### src/rtl/imm_gen_pipe.sv
`default_nettype none
// ============================================================================
// Module      : imm_gen_pipe
// Description : Registered, valid/ready-handshaked RISC-V immediate generator.
//               Decodes the immediate format of an instruction, produces the
//               sign/zero-extended immediate and the PC-relative target, and
//               buffers results in an output register plus one skid register.
// Revision    : 1.0 - initial release
// ============================================================================
module imm_gen_pipe #(
  parameter int XLEN   = 32,
  parameter bit EN_CSR = 1'b1
) (
  input  logic            clk,
  input  logic            rst_n,
  input  logic            flush,
  input  logic            in_valid,
  output logic            in_ready,
  input  logic [31:0]     in_instr,
  input  logic [XLEN-1:0] in_pc,
  output logic            out_valid,
  input  logic            out_ready,
  output logic [XLEN-1:0] out_imm,
  output logic [XLEN-1:0] out_target,
  output logic [2:0]      out_fmt,
  output logic            out_illegal
);

  localparam logic [2:0] FMT_NONE = 3'd0;
  localparam logic [2:0] FMT_I    = 3'd1;
  localparam logic [2:0] FMT_S    = 3'd2;
  localparam logic [2:0] FMT_B    = 3'd3;
  localparam logic [2:0] FMT_U    = 3'd4;
  localparam logic [2:0] FMT_J    = 3'd5;
  localparam logic [2:0] FMT_Z    = 3'd6;

  logic [6:0]      opcode;
  logic [2:0]      funct3;
  logic [XLEN-1:0] dec_imm;
  logic [XLEN-1:0] dec_tgt;
  logic [2:0]      dec_fmt;
  logic            dec_ill;

  assign opcode = in_instr[6:0];
  assign funct3 = in_instr[14:12];

  // Input-side decode: format, extended immediate, target, illegal flag
  always_comb begin
    dec_imm = '0;
    dec_tgt = '0;
    dec_fmt = FMT_NONE;
    dec_ill = 1'b0;
    case (opcode)
      7'b0010011, 7'b0000011, 7'b1100111: begin
        dec_fmt = FMT_I;
        dec_imm = XLEN'($signed(in_instr[31:20]));
      end
      7'b0011011: begin
        // OP-IMM-32 exists only on RV64
        if (XLEN == 64) begin
          dec_fmt = FMT_I;
          dec_imm = XLEN'($signed(in_instr[31:20]));
        end else begin
          dec_ill = 1'b1;
        end
      end
      7'b0100011: begin
        dec_fmt = FMT_S;
        dec_imm = XLEN'($signed({in_instr[31:25], in_instr[11:7]}));
      end
      7'b1100011: begin
        dec_fmt = FMT_B;
        dec_imm = XLEN'($signed({in_instr[31], in_instr[7], in_instr[30:25],
                                 in_instr[11:8], 1'b0}));
        dec_tgt = in_pc + dec_imm;
      end
      7'b0110111: begin
        dec_fmt = FMT_U;
        dec_imm = XLEN'($signed({in_instr[31:12], 12'b0}));
        dec_tgt = dec_imm;
      end
      7'b0010111: begin
        dec_fmt = FMT_U;
        dec_imm = XLEN'($signed({in_instr[31:12], 12'b0}));
        dec_tgt = in_pc + dec_imm;
      end
      7'b1101111: begin
        dec_fmt = FMT_J;
        dec_imm = XLEN'($signed({in_instr[31], in_instr[19:12], in_instr[20],
                                 in_instr[30:21], 1'b0}));
        dec_tgt = in_pc + dec_imm;
      end
      7'b1110011: begin
        // funct3=000 (ECALL/EBREAK/xRET) carries no immediate
        if (EN_CSR && funct3[2]) begin
          dec_fmt = FMT_Z;
          dec_imm = XLEN'(in_instr[19:15]);
        end else if (EN_CSR && (funct3 != 3'b000)) begin
          dec_fmt = FMT_Z;
          dec_imm = XLEN'(in_instr[31:20]);
        end
      end
      7'b0110011, 7'b0001111: begin
        dec_fmt = FMT_NONE;
      end
      7'b0111011: begin
        dec_ill = (XLEN != 64);
      end
      default: begin
        dec_ill = 1'b1;
      end
    endcase
  end

  logic            or_valid_q, or_valid_d;
  logic [XLEN-1:0] or_imm_q,   or_imm_d;
  logic [XLEN-1:0] or_tgt_q,   or_tgt_d;
  logic [2:0]      or_fmt_q,   or_fmt_d;
  logic            or_ill_q,   or_ill_d;
  logic            sk_valid_q, sk_valid_d;
  logic [XLEN-1:0] sk_imm_q,   sk_imm_d;
  logic [XLEN-1:0] sk_tgt_q,   sk_tgt_d;
  logic [2:0]      sk_fmt_q,   sk_fmt_d;
  logic            sk_ill_q,   sk_ill_d;
  logic            in_ready_q, in_ready_d;

  logic accept;
  logic xfer;

  assign accept = in_valid && in_ready_q;
  assign xfer   = or_valid_q && out_ready;

  // Skid-buffer next state; flush dominates, SK always refills OR first
  always_comb begin
    or_valid_d = or_valid_q;
    or_imm_d   = or_imm_q;
    or_tgt_d   = or_tgt_q;
    or_fmt_d   = or_fmt_q;
    or_ill_d   = or_ill_q;
    sk_valid_d = sk_valid_q;
    sk_imm_d   = sk_imm_q;
    sk_tgt_d   = sk_tgt_q;
    sk_fmt_d   = sk_fmt_q;
    sk_ill_d   = sk_ill_q;
    if (flush) begin
      or_valid_d = 1'b0;
      sk_valid_d = 1'b0;
    end else if (!or_valid_q || xfer) begin
      if (sk_valid_q) begin
        // in_ready is low whenever SK is full, so no accept can collide here
        or_valid_d = 1'b1;
        or_imm_d   = sk_imm_q;
        or_tgt_d   = sk_tgt_q;
        or_fmt_d   = sk_fmt_q;
        or_ill_d   = sk_ill_q;
        sk_valid_d = 1'b0;
      end else if (accept) begin
        or_valid_d = 1'b1;
        or_imm_d   = dec_imm;
        or_tgt_d   = dec_tgt;
        or_fmt_d   = dec_fmt;
        or_ill_d   = dec_ill;
      end else begin
        or_valid_d = 1'b0;
      end
    end else if (accept) begin
      sk_valid_d = 1'b1;
      sk_imm_d   = dec_imm;
      sk_tgt_d   = dec_tgt;
      sk_fmt_d   = dec_fmt;
      sk_ill_d   = dec_ill;
    end
    in_ready_d = !sk_valid_d;
  end

  // State and data registers with asynchronous active-low reset
  always_ff @(posedge clk or negedge rst_n) begin
    if (!rst_n) begin
      or_valid_q <= 1'b0;
      or_imm_q   <= '0;
      or_tgt_q   <= '0;
      or_fmt_q   <= FMT_NONE;
      or_ill_q   <= 1'b0;
      sk_valid_q <= 1'b0;
      sk_imm_q   <= '0;
      sk_tgt_q   <= '0;
      sk_fmt_q   <= FMT_NONE;
      sk_ill_q   <= 1'b0;
      in_ready_q <= 1'b1;
    end else begin
      or_valid_q <= or_valid_d;
      or_imm_q   <= or_imm_d;
      or_tgt_q   <= or_tgt_d;
      or_fmt_q   <= or_fmt_d;
      or_ill_q   <= or_ill_d;
      sk_valid_q <= sk_valid_d;
      sk_imm_q   <= sk_imm_d;
      sk_tgt_q   <= sk_tgt_d;
      sk_fmt_q   <= sk_fmt_d;
      sk_ill_q   <= sk_ill_d;
      in_ready_q <= in_ready_d;
    end
  end

  assign in_ready    = in_ready_q;
  assign out_valid   = or_valid_q;
  assign out_imm     = or_imm_q;
  assign out_target  = or_tgt_q;
  assign out_fmt     = or_fmt_q;
  assign out_illegal = or_ill_q;

endmodule
`default_nettype wire

### config.mk
export PLATFORM = sky130hd
export DESIGN_NAME = imm_gen_pipe
export DESIGN_NICKNAME = d
export VERILOG_FILES = /design/src/rtl/imm_gen_pipe.sv
export SDC_FILE = /design/constraint.sdc
export NUM_CORES = 1
export LEC_CHECK = 0
export ABC_AREA = 1
export BUFFER_PORTS_ARGS = -buffer_cell sky130_fd_sc_hd__buf_2
export CORE_MARGIN = 5
export CORE_UTILIZATION = 42
export DETAILED_ROUTE_END_ITERATION = 10
export GPL_TIMING_DRIVEN = 0
export PLACE_DENSITY = 0.67
export SETUP_SLACK_MARGIN = 0.5
export SYNTH_ARGS = -nofsm -noshare
export SYNTH_HDL_FRONTEND = slang
export SYNTH_SLANG_ARGS = --single-unit
### constraint.sdc
create_clock -name clk -period 3.13 [get_ports clk]
set_input_delay 0.626 -clock clk [delete_from_list [all_inputs] [get_ports clk]]
set_output_delay 0.626 -clock clk [all_outputs]
set_load 0.03 [all_outputs]
# Word level (Yosys, flattened, before mapping)
# Index checks and enable logic that the tools add are counted.
[op_classes]
muxes = 23
addsub = 3
n_reduce_logical = 13
eq_ne = 11
n_bitwise = 2
[op_table]
columns = ["cell", "n"]
rows = [
  ["32-bit case mux with 6 select lines", 1],
  ["32-bit two-way mux", 4],
  ["32-bit case mux with 4 select lines", 1],
  ["32-bit adder", 3],
  ["7-bit equality test, second input constant", 4],
  ["12-bit two-way mux", 2],
  ["7-bit by 6-bit equality test with 1-bit output, second input constant", 3],
  ["3-bit case mux with 6 select lines", 1],
  ["7-bit by 5-bit equality test with 1-bit output, second input constant", 2],
  ["3-bit two-way mux", 4],
  ["11-bit OR reduction", 1],
  ["1-bit two-way mux", 10],
  ["7-bit by 2-bit equality test with 1-bit output, second input constant", 1],
  ["7-bit by 4-bit equality test with 1-bit output, second input constant", 1],
  ["3-bit AND reduction", 2],
  ["2-bit nonzero test", 2],
  ["3-bit nonzero test", 1],
  ["3-bit OR reduction", 1],
  ["1-bit logical AND", 2],
  ["1-bit logical NOT", 2],
  ["1-bit inverter", 2],
  ["2-bit OR reduction", 1],
  ["1-bit logical OR", 1],
]
[totals]
register_bits = 139
word_cells = 63
output_inout_bits = 70
in_bits = 69

# Logic depth before layout (Yosys ltp)
# Gate-level depths: netlist of the first run.
[depth]
word_depth = 6
depth_mapped = 22
mapped_depth_nobuf = 21

# Least setup slack after synthesis of the first run
# OpenSTA, ideal clock, no wires.
[synth_path]
path_type = "in2reg"
startpoint = "input in_instr[4]"
endpoint = "register or_tgt_q[16] (netlist: out_target[16])"
slack_ps = 119
required_ps = 3007
n_path_buf = 2
stages = 19
arrival_time_ps = 2888
setup_time_ps = 123
path_cell_list = "inv_2 nand2_1 nor2_2 nand2_1 buf_2 clkbuf_1 o21ai_0 ha_1 nand3_1 nand3_1 nand2_1 nand2_1 nand2_1 nand2_1 or2_2 nand3_1 nand3_1 o21ai_0 nand2_1"
[synth_between]
elab_chain_cells = 4
elab_cells_between_ends = 7
classes_between = "4 x eq/ne; 3 x mux"
[synth_lines]
columns = ["item", "line_no", "rtl"]
rows = [
  ["start, declared", "19", "input logic [31:0] in_instr,"],
  ["7-bit equality test, or another cell as far along", "53", "case (opcode)"],
  ["32-bit case mux with 4 select lines *", "53", ""],
  ["32-bit two-way mux *", "157", "end else if (accept) begin"],
  ["32-bit two-way mux *", "149", "if (sk_valid_q) begin"],
  ["end signal, assigned", "193", "or_tgt_q <= or_tgt_d;"],
  ["end, declared", "117", "logic [XLEN-1:0] or_tgt_q, or_tgt_d;"],
]
# Mark *: on every way between the ends. The rest lies on a longest branch, timed or not. The select of a mux whose other input is x is not followed.
# A chain may end at the register's enable or synchronous reset.

# Final worst setup path of the first run
[layout_path]
startpoint = "input in_instr[2]"
endpoint = "register or_tgt_q[20] (netlist: out_target[20])"
# The elaborated chain is that of the path after synthesis.

==> results of run 1 <==
[path summary, 6_finish.rpt]
check	depth (start not counted)	slack [ps]	end
setup / recovery	19	280	out_target[20]$_DFFE_PN0P_
hold / removal	1	140	out_target[1]$_DFFE_PN0P_
setup reg to reg	8	1010	sk_imm_q[15]$_DFFE_PN0P_
hold reg to reg	2	470	out_imm[0]$_DFFE_PN0P_
max in group asynchronous	2	2200	sk_tgt_q[21]$_DFFE_PN0P_
min in group clk	2	470	out_imm[0]$_DFFE_PN0P_
[sequential cells by signal, indices dropped and copies added (netlist names)]
register and flops:
out_imm 32, out_target 32, sk_imm_q 32, sk_tgt_q 32
out_fmt 3, sk_fmt_q 3, in_ready 1, out_illegal 1
out_valid 1, sk_ill_q 1, sk_valid_q 1
[layout make-up]
class / count / area, sq um
Tap cell: 324 / 405.4
Inverter: 226 / 878.3
Clock inverter: 15 / 177.7
Timing Repair Buffer: 174 / 1100
Clock buffer: 17 / 425.4
Buffer: 51 / 272.8
Sequential cell: 139 / 3480
Fill cell: 2385 / 10770
Multi-Input combinational cell: 1208 / 6808
[power breakdown]
group	switching [W]	internal [W]	leakage (nW)
Clock	0.000898	0.00121	0.293
Sequential	0.0000914	0.00199	1.86
Combinational	0.00104	0.000547	5.21
[cell usage after synthesis (2+ instances only)]
cell,instances
a22oi_1,6
buf_4,3
inv_2,7
dfrtp_1,138
nand3_1,101
or2_2,9
nor2_2,3
a21oi_1,78
o21ai_1,23
o21ai_0,133
o21ai_2,6
nand4_1,14
inv_1,217
a31oi_1,13
nor3_1,12
nand3b_1,10
nor2_4,2
nand2_1,577
nor2_1,135
buf_6,3
xor2_1,3
o22ai_1,2
buf_1,2
o21a_1,2
nand3_2,2
clkinv_1,2
ha_1,51
nand4_2,2
clkbuf_1,30
fa_1,2
buf_2,13
o211ai_1,6
o21bai_1,4
and2_1,2
[logic make-up after synthesis]
group,count (synthesis),synth area share
compound gates,278,0.1442
xor+xnor,3,0.002532
fa+ha+maj,53,0.06533
buf+inv,277,0.1050
flops,139,0.3352
mux,1,0.0009644
simple gates,873,0.3468
[critical path, cell delays in order]
cell	delay, ps
buf_8	90
inv_12	30
nor3_4	240
nand2_4	110
buf_8	160
clkbuf_16	170
o21ai_4	190
ha_4	230
nand3_1	110
nand3_2	140
nand3_1	110
nand3b_1	180
nand2_1	120
nand2_1	70
or2_4	260
nand3_4	90
nand3_2	70
nand2_2	100
nand2_1	50
[through the flow]
stage	setup WS [ps]	TNS, ps
4_1_cts	336.2	0
2_1_floorplan	342.7	0
3_3_place_gp	-556.5	-86260
5_1_grt	183.8	0
6_report	284.2	0
3_5_place_dp	-405.5	-10830
[per-layer routing]
layer	track usage	vias to the layer above	routed length (um)
met5	0	-	0
met4	0.07692	0	1118
met3	0.04479	83	3109
met2	0.4377	522	18260
met1	0.3563	5500	16320
li1	-	5581	-
[timing repair]
item,in CTS,in global routing
setup endpoints to repair,52,52
hold buffers,0,0
pin swaps,49,72
buffers inserted,17,16
resized for setup,120,99
gates cloned,2,0
==> impl_metrics.tcl, run 1 <==
set metrics [dict create \
    final_common_cell "nand2_1" \
    netlist.area_leader.share 0.3327 \
    yosys_warnings 0 \
    finClkSkew_ps 12.33 \
    max-cap-violations 0 \
    num_rows 57 \
    synth_enable_flop_cells 0 \
    grt_overflow 0 \
    worstSkewPairLatency_ps 440 \
    clockRootBuffer "clkbuf_16" \
    syn_inst 1624 \
    fin_crit_sh 0.9092 \
    synth_top_cell_by_area "dfrtp_1" \
    hpwl_um 29500 \
    tightest_slew_ps 722.3 \
    die_y_um 167.2 \
    place_congestion 0.9812 \
    end_kind "register" \
    area_growth_pct 30.51 \
    setup_viol 0 \
    ys.flop_type "dfrtp_1" \
    netlist-cell-type-count 45 \
    drcViolationCount 0 \
    vias 11686 \
    status "complete, no violations" \
    start_util 0.4268 \
    layout_min_cycle_time_ps 2846 \
    die-area_sq_um 27960 \
    ios 139 \
    syn_avg_cell_area_sq_um 6.392 \
    final_max_slew_viol_count 0 \
    avgRoutedWirePerCell_um 18.02 \
    wl_um 38810 \
    placedCellCount 2087 \
    seq_area_frac_synth 0.3352 \
    drt_iter0_drc 1211 \
    crit_type "input port to register" \
    final_area_sq_um 13550 \
    clock.fmax_mhz 351.4 \
    grt_util_all_layers 0.2637 \
    holdWs_ps 141.3 \
    p_per_area_nw_per_um2 426.2 \
    max_slew_margin 0.5185 \
    power_leakage_nw 7.367 \
    total_power_w 0.005774 \
    postLayoutCoreUtil 0.5570 \
    core_area_sq_um 24320 \
    hp-class "input port to asynchronous set/reset pin" \
    grt_max_degree 87 \
    synth.area.top_cells "dfrtp_1, nand2_1, inv_1" \
    start_kind "input port" \
    antenna_left 0 \
    ys_seq_elements 139 \
    grt_pass1_wl_um 58380 \
    cts_buffer_depth 2 \
    htreeDepth 4 \
    port_buffers 138 \
    max-vdd-ir-drop_uv 360.7 \
    drt-pass1-iter-count 6 \
    grt_pass1_vias 10702 \
    finalNetCount 1939 \
    placed_area_sq_um 11760 \
    drive_gt1_frac 0.2421 \
    syn_nets 1746 \
    worstSetupStartpoint "in_instr[2]" \
    cts_tree "yes" \
    vias_per_cell 5.425 \
    fin_cells 2154 \
    antenna_cells 0 \
    antenna_found_initial 0 \
    async_flop_share 1.000 \
    final_cell_mix "nand2_1, inv_1, buf_2" \
    cts_buffers 17 \
    clkTransAtPathRegs_ps 70 \
    required_ps 3450 \
    dieWidth_um 167.2 \
    arrival_ps 3160 \
    rsz0062_at_grt "yes" \
    syn-cell-area_sq_um 10380 \
    final_hold_viol_count 0 \
    cp_max_fo 6 \
    clock-sinks 139 \
    r2r-start "out_valid$_DFFE_PN0N_" \
]
No activity file was read; power rests on OpenSTA's default activity.
==> inputs of run 2 (changes only) <==
--- a/config.mk
+++ b/config.mk
@@ -5,13 +5,12 @@
 export SDC_FILE = /design/constraint.sdc
 export NUM_CORES = 1
 export LEC_CHECK = 0
-export ABC_AREA = 1
 export BUFFER_PORTS_ARGS = -buffer_cell sky130_fd_sc_hd__buf_2
 export CORE_MARGIN = 5
 export CORE_UTILIZATION = 42
 export DETAILED_ROUTE_END_ITERATION = 10
 export GPL_TIMING_DRIVEN = 0
-export PLACE_DENSITY = 0.67
+export PLACE_DENSITY = 0.68
 export SETUP_SLACK_MARGIN = 0.5
 export SYNTH_ARGS = -nofsm -noshare
 export SYNTH_HDL_FRONTEND = slang
==> run 2 against run 1 <==
  * The run now ends with setup timing left
  * Hold slack improved by 99 ps
  * Critical path type unchanged
  * Largest cell class unchanged
  * Sequential power down 7%
  * Die area fell by 8.7%
  * Maximum frequency is 17% lower
  * Combinational power down 9%
  * Cell area decreased by 8.7%
==> impl_metrics.tcl, run 2 <==
set metrics [dict create \
    status "finished, violations left" \
    violations "setup timing" \
    fin_crit_sh 1.094 \
    wl_met1_um 14530 \
    die_y_um 159.8 \
    required_ps 3430 \
    dr_wl_met2_um 15110 \
    drcViolationCount 0 \
    rsz0062_at_grt "yes" \
    vias_per_cell 5.898 \
    grt_pass1_vias 9487 \
    ios 139 \
    yosysMostFrequentCell "nand2_1" \
    port_buffers 136 \
    grt_util_all_layers 0.2591 \
    tightest_slew_ps 979.6 \
    ys.flop_type "dfrtp_1" \
    cp_max_fo 5 \
    netlist.area_leader.share 0.3666 \
    grt_max_degree 78 \
    synthMuxAreaShare 0.03307 \
    start_util 0.4290 \
    setup_slack_ps -294.3 \
    end_kind "register" \
    drive_gt1_frac 0.2435 \
    synth_enable_flop_cells 0 \
    worstPathCellList "buf_4 > nand2_4 > nor3_4 > clkbuf_8 > mux2_4 > ha_4 > fa_2 > a211oi_2 > o21ai_2 > nand4_1 > nand2_2 > buf_6 > o21ai_4 > mux2i_2 > nor2_1 > o31a_1" \
    synth-xor-area-share 0.03440 \
    wl_um 34420 \
    fillers 1949 \
    finalNetCount 1501 \
    synth_compound_area_frac 0.2595 \
    setup_viol 41 \
    crit_type "input port to register" \
    ys_seq_elements 139 \
    clkTransAtPathRegs_ps 60 \
    antenna_found_initial 1 \
    avgRoutedWirePerCell_um 20.57 \
    synth_top_cell_by_area "dfrtp_1" \
    drt_iter0_drc 1030 \
    arrival_ps 3730 \
    dieWidth_um 159.8 \
    syn_nets 1294 \
    clockRootBuffer "clkbuf_16" \
    yosys_warnings 0 \
    syn_inst 1172 \
    antenna_left 0 \
    grt_pass1_wl_um 52530 \
    clock-sinks 139 \
    finClkSkew_ps 10.81 \
    syn_avg_cell_area_sq_um 8.038 \
    core_area_sq_um 21960 \
    max-vdd-ir-drop_uv 261.0 \
    final_cell_mix "nand2_1, dfrtp_1, buf_2" \
    area_growth_pct 31.36 \
    syn-cell-area_sq_um 9420 \
    synth_top_family_by_area "compound AO/OA/AOI/OAI gates" \
    setup_tns_ps -5240 \
    placedCellCount 1589 \
    hp-class "input port to asynchronous set/reset pin" \
    cts_buffer_depth 2 \
    cts_buffers 17 \
    p_per_area_nw_per_um2 450.4 \
    hpwl_um 25100 \
    fin_cells 1673 \
    start_kind "input port" \
    synth-simple-area-share 0.1923 \
    max_slew_margin 0.3419 \
    yosys-top-cells-count "nand2_1, o21ai_0, dfrtp_1, a21oi_1, nor2_1" \
    total_power_w 0.005574 \
    top_layer "met4" \
    netlist-cell-type-count 68 \
    place_congestion 0.9314 \
    synth_fa_ha_area_frac 0.07199 \
    final_common_cell "nand2_1" \
    die-area_sq_um 25520 \
    max-cap-violations 0 \
    worstSkewPairLatency_ps 430 \
    r2r-start "sk_valid_q$_DFF_PN0_" \
    vias 9868 \
    postLayoutCoreUtil 0.5635 \
    cts_tree "yes" \
    critical_path.max_stage_delay_ps 400 \
    critical_path.slowest_cell "fa_2" \
    drt-pass1-iter-count 6 \
    final_hold_viol_count 0 \
    num_rows 54 \
    layout_min_cycle_time_ps 3424 \
    worstSetupStartpoint "in_instr[5]" \
    async_flop_share 1.000 \
    grt_overflow 0 \
    htreeDepth 4 \
    final_max_slew_viol_count 0 \
    seq_area_frac_synth 0.3694 \
    power_leakage_nw 5.703 \
    route.met3.wl_um 2957 \
    synth.area.top_cells "dfrtp_1, o21ai_0, nand2_1" \
    clock.fmax_mhz 292.0 \
]
## run 2: changes by cell type in the layout (fill, tap and decap cells not counted), moves of 20 or more
cell,previous run,this run
nand2_1,517,210
nor2_1,122,75
a21o_1,1,28
nand3_1,61,18
xnor2_1,0,22
a21oi_1,66,92
nand3_2,31,2
nand2_2,45,2
clkbuf_1,29,49
inv_1,202,26
## run 2: cell type report
type	instances	area, sq um	share of cell area
timing repair buffer	188	1196	0.09666
tap	280	350.3	0.02831
clock inverter	11	167.7	0.01355
clock buffer	21	470.5	0.03802
inverter	26	97.59	0.007887
sequential	139	3480	0.2812
antenna	1	2.502	0.0002022
buffer	71	339.1	0.02740
multi-input combinational	936	6271	0.5068
## run 2: final timing paths
| kind | to | slack (ps) | depth (start not counted) |
|---|---|---|---|
| max | out_target[27]$_DFFE_PN0P_ | -290 | 16 |
| min | out_imm[7]$_DFFE_PN0P_ | 240 | 1 |
| max reg2reg | out_imm[1]$_DFFE_PN0P_ | 860 | 9 |
| min reg2reg | out_imm[4]$_DFFE_PN0P_ | 460 | 2 |
| max in group asynchronous | out_target[5]$_DFFE_PN0P_ | 2120 | 2 |
| min in group clk | out_valid$_DFFE_PN0N_ | 410 | 2 |
## run 2: cell families (layout without fill, tap and decap cells)
| group | Yosys count | in the layout |
|---|---|---|
| fa+ha+maj | 53 | 53 |
| other cells | 0 | 1 |
| buf+inv | 97 | 317 |
| flops | 139 | 139 |
| compound gates | 412 | 412 |
| mux | 30 | 30 |
| simple gates | 404 | 404 |
| xor+xnor | 37 | 37 |
## run 2: routing by layer
layer | track usage | vias up
met5 | 0 | -
met4 | 0.1266 | 0
met3 | 0.05438 | 110
met2 | 0.3963 | 483
met1 | 0.3502 | 4654
li1 | - | 4621
## run 2: power by group
| part | total, W | leakage, nW | internal [W] | switching, W |
|---|---|---|---|---|
| Sequential | 0.00194 | 1.89 | 0.00189 | 0.0000483 |
| Combinational | 0.00145 | 3.51 | 0.000561 | 0.000887 |
| Clock | 0.00219 | 0.297 | 0.00139 | 0.000794 |
## run 2: stage by stage
stage	worst slack (ps)	hold slack, ps	cell area [sq um]
3_5_place_dp	-1289	452.5	10650
2_1_floorplan	-513.2	330.4	9584
4_1_cts	-250.2	267.8	12060
3_3_place_gp	-1321	447.8	10620
6_report	-294.3	240.0	12370
5_1_grt	-408.6	310.0	12370
## run 2: what timing repair did
item	4_1_cts	5_1_grt
hold buffers	0	0
pin swaps	59	57
buffers inserted	39	12
hold endpoints to repair	0	0
setup endpoints to repair	71	95
gates resized for setup	110	55
## run 2: worst max-delay path: cells and delay by family
kind / cells / cell delay (ps)
buffers and inverters: 3 / 430
AOI/OAI and AO/OA: 4 / 910
muxes: 2 / 600
adders and majority gates: 2 / 580
and+or+nand+nor: 5 / 570
==> inputs of run 3 (changes only) <==
--- a/config.mk
+++ b/config.mk
@@ -7,11 +7,13 @@
 export LEC_CHECK = 0
 export BUFFER_PORTS_ARGS = -buffer_cell sky130_fd_sc_hd__buf_2
 export CORE_MARGIN = 5
-export CORE_UTILIZATION = 42
+export CORE_UTILIZATION = 50
 export DETAILED_ROUTE_END_ITERATION = 10
 export GPL_TIMING_DRIVEN = 0
-export PLACE_DENSITY = 0.68
+export PLACE_DENSITY = 0.77
+export RECOVER_POWER = 50
 export SETUP_SLACK_MARGIN = 0.5
 export SYNTH_ARGS = -nofsm -noshare
 export SYNTH_HDL_FRONTEND = slang
 export SYNTH_SLANG_ARGS = --single-unit
+export TNS_END_PERCENT = 5
==> run 3 against run 2 <==
  * The run ends with capacitance limit, slew limit, setup timing left
  * Via count rose by 0.40%
  * Global-route usage increased by 3.3 points
  * Die area down 15%
  * Final cell count is 4.6% lower
  * Clock power fell by 4%
  * Critical path type unchanged
  * Largest cell class unchanged
==> impl_metrics.tcl, run 3 (synthesis gave the netlist of run 2 again) <==
set metrics [dict create \
    required_ps 3420 \
    final_common_cell "nand2_1" \
    dp_slack_ps -1402 \
    crit_type "input port to register" \
    drive_gt1_frac 0.1916 \
    antenna_found_initial 1 \
    total_power_w 0.005357 \
    port_buffers 136 \
    clkTransAtPathRegs_ps 60 \
    final_cell_mix "nand2_1, o21ai_0, dfrtp_1" \
    hpwl_um 24270 \
    postCtsHoldBufs 0 \
    fin_crit_sh 1.100 \
    grt_util_met3 0.07557 \
    rsz0062_at_grt "yes" \
    clock.fmax_mhz 290.4 \
    power_leakage_nw 5.403 \
    ios 139 \
    ff2ff_path_depth 8 \
    die-area_sq_um 21690 \
    grt_max_degree 79 \
    violations "capacitance limit, slew limit, setup timing" \
    setup_tns_ps -5687 \
    grt_pass1_wl_um 49900 \
    rrSetupSlack_ps 570 \
    setup_viol 39 \
    finalNetCount 1471 \
    critical_path.slowest_cell "fa_2" \
    hp-class "input port to register" \
    setup_slack_ps -313.0 \
    num_rows 50 \
    holdPathStages 2 \
    critical_path.max_stage_delay_ps 410 \
    multi_input_area_sq_um 5982 \
    vias_per_cell 6.207 \
    use_met2 0.4539 \
    path_buf_inv 3 \
    dieWidth_um 147.3 \
    cts_buffers 17 \
    place_congestion 0.9511 \
    final_max_slew_viol_count 63 \
    final_hold_viol_count 0 \
    end_kind "register" \
    area_growth_pct 24.11 \
    antenna_left 0 \
    grt_busiest_layer "met2" \
    layout_min_cycle_time_ps 3443 \
    start_util 0.5053 \
    drt-pass1-iter-count 6 \
    clockRootBuffer "clkbuf_16" \
    die_y_um 147.3 \
    fillers 1571 \
    grt_overflow 0 \
    drcViolationCount 0 \
    max_slew_margin -0.009863 \
    cts_buffer_depth 2 \
    arrival_ps 3740 \
    start_kind "input port" \
    max-vdd-ir-drop_uv 324.1 \
    drt_iter0_drc 1093 \
    holdWs_ps 406.6 \
    avgRoutedWirePerCell_um 20.71 \
    critical_path.top_delay_family "simple AND/OR/NAND/NOR gates" \
    status "finished, violations left" \
    grt_pass1_vias 9273 \
    cts_tree "yes" \
    worstPathCellList "clkbuf_16 > nand4_1 > nor3_4 > buf_6 > buf_8 > mux2_4 > ha_4 > fa_2 > a211oi_4 > o21ai_2 > nand4_1 > nand2_2 > or2_4 > mux2_2 > a211oi_4 > a21oi_1" \
    core_area_sq_um 18640 \
    critical_path_depth 16 \
    wl_um 33060 \
    grt_util_all_layers 0.2918 \
    clock-sinks 139 \
    antenna_cells 0 \
    worstSkewPairLatency_ps 430 \
    cp_max_fo 4 \
    p_per_area_nw_per_um2 458.2 \
    register_area_sq_um 3480 \
    tightest_slew_ps 1515 \
    max-cap-violations 1 \
    finClkSkew_ps 7.260 \
    vias 9907 \
    gr-usage-met1 0.3807 \
    htreeDepth 4 \
]
run 3: cell count changes in the layout (fill, tap and decap cells not counted), moves of 6 or more:
cell / previous run / this run
clkbuf_1: 49 / 60
buf_4: 37 / 20
o21ai_1: 38 / 18
a22oi_1: 5 / 11
o21ai_0: 122 / 147
buf_2: 134 / 124
buf_6: 21 / 7
a22oi_2: 10 / 4
run 3: final cells by class:
class	instances	area share
clock buffers	22	0.04142
plain buffers	71	0.02815
repair buffers	158	0.07588
inverters	26	0.008348
well taps	234	0.02504
multi-input cells	936	0.5117
clock inverters	10	0.01188
flip-flops and latches	139	0.2976
run 3: routing by layer:
metal | wire length [um] | vias up
met1 | 12970 | 4627
met4 | 1591 | 0
met3 | 3453 | 114
met5 | 0 | -
met2 | 15050 | 618
li1 | - | 4548
run 3: final timing paths:
kind / startpoint / end
worst max register to register: sk_valid_q$_DFF_PN0_ / out_target[8]$_DFFE_PN0P_
worst min-delay path: flush / out_valid$_DFFE_PN0N_
worst max-delay path: in_instr[2] / out_target[25]$_DFFE_PN0P_
max in group asynchronous: rst_n / out_illegal$_DFFE_PN0P_
min in group asynchronous: rst_n / out_imm[2]$_DFFE_PN0P_
worst min register to register: out_imm[8]$_DFFE_PN0P_ / out_imm[8]$_DFFE_PN0P_
run 3: power by group:
group	leakage, nW	switching, W	internal, W
clock network	0.294	0.000778	0.00134
registers	1.89	0.0000511	0.00189
logic	3.21	0.000831	0.000472
run 3: timing repair:
action	CTS	global route
setup endpoints to repair	77	90
cloned	0	0
resized for setup	60	37
setup buffers	12	9
pin swaps	35	17
run 3: metrics by stage:
stage          instances  instance area (sq um)    util
6_report            1596                  11690  0.6271
5_1_grt             1596                  11690  0.6271
4_1_cts             1587                  11490  0.6166
3_5_place_dp        1543                  10540  0.5653
3_3_place_gp        1542                  10510  0.5635
2_1_floorplan       1172                   9532       -
run 3: worst register-to-register path, cell delays in order, from the launching register on:
cell and delay [ps]:
dfrtp_1 350, clkbuf_1 250, a21oi_1 270, nor2_1 80, nand2_1 300, buf_1 560
buf_1 470, nand2_1 120, o21ai_1 90
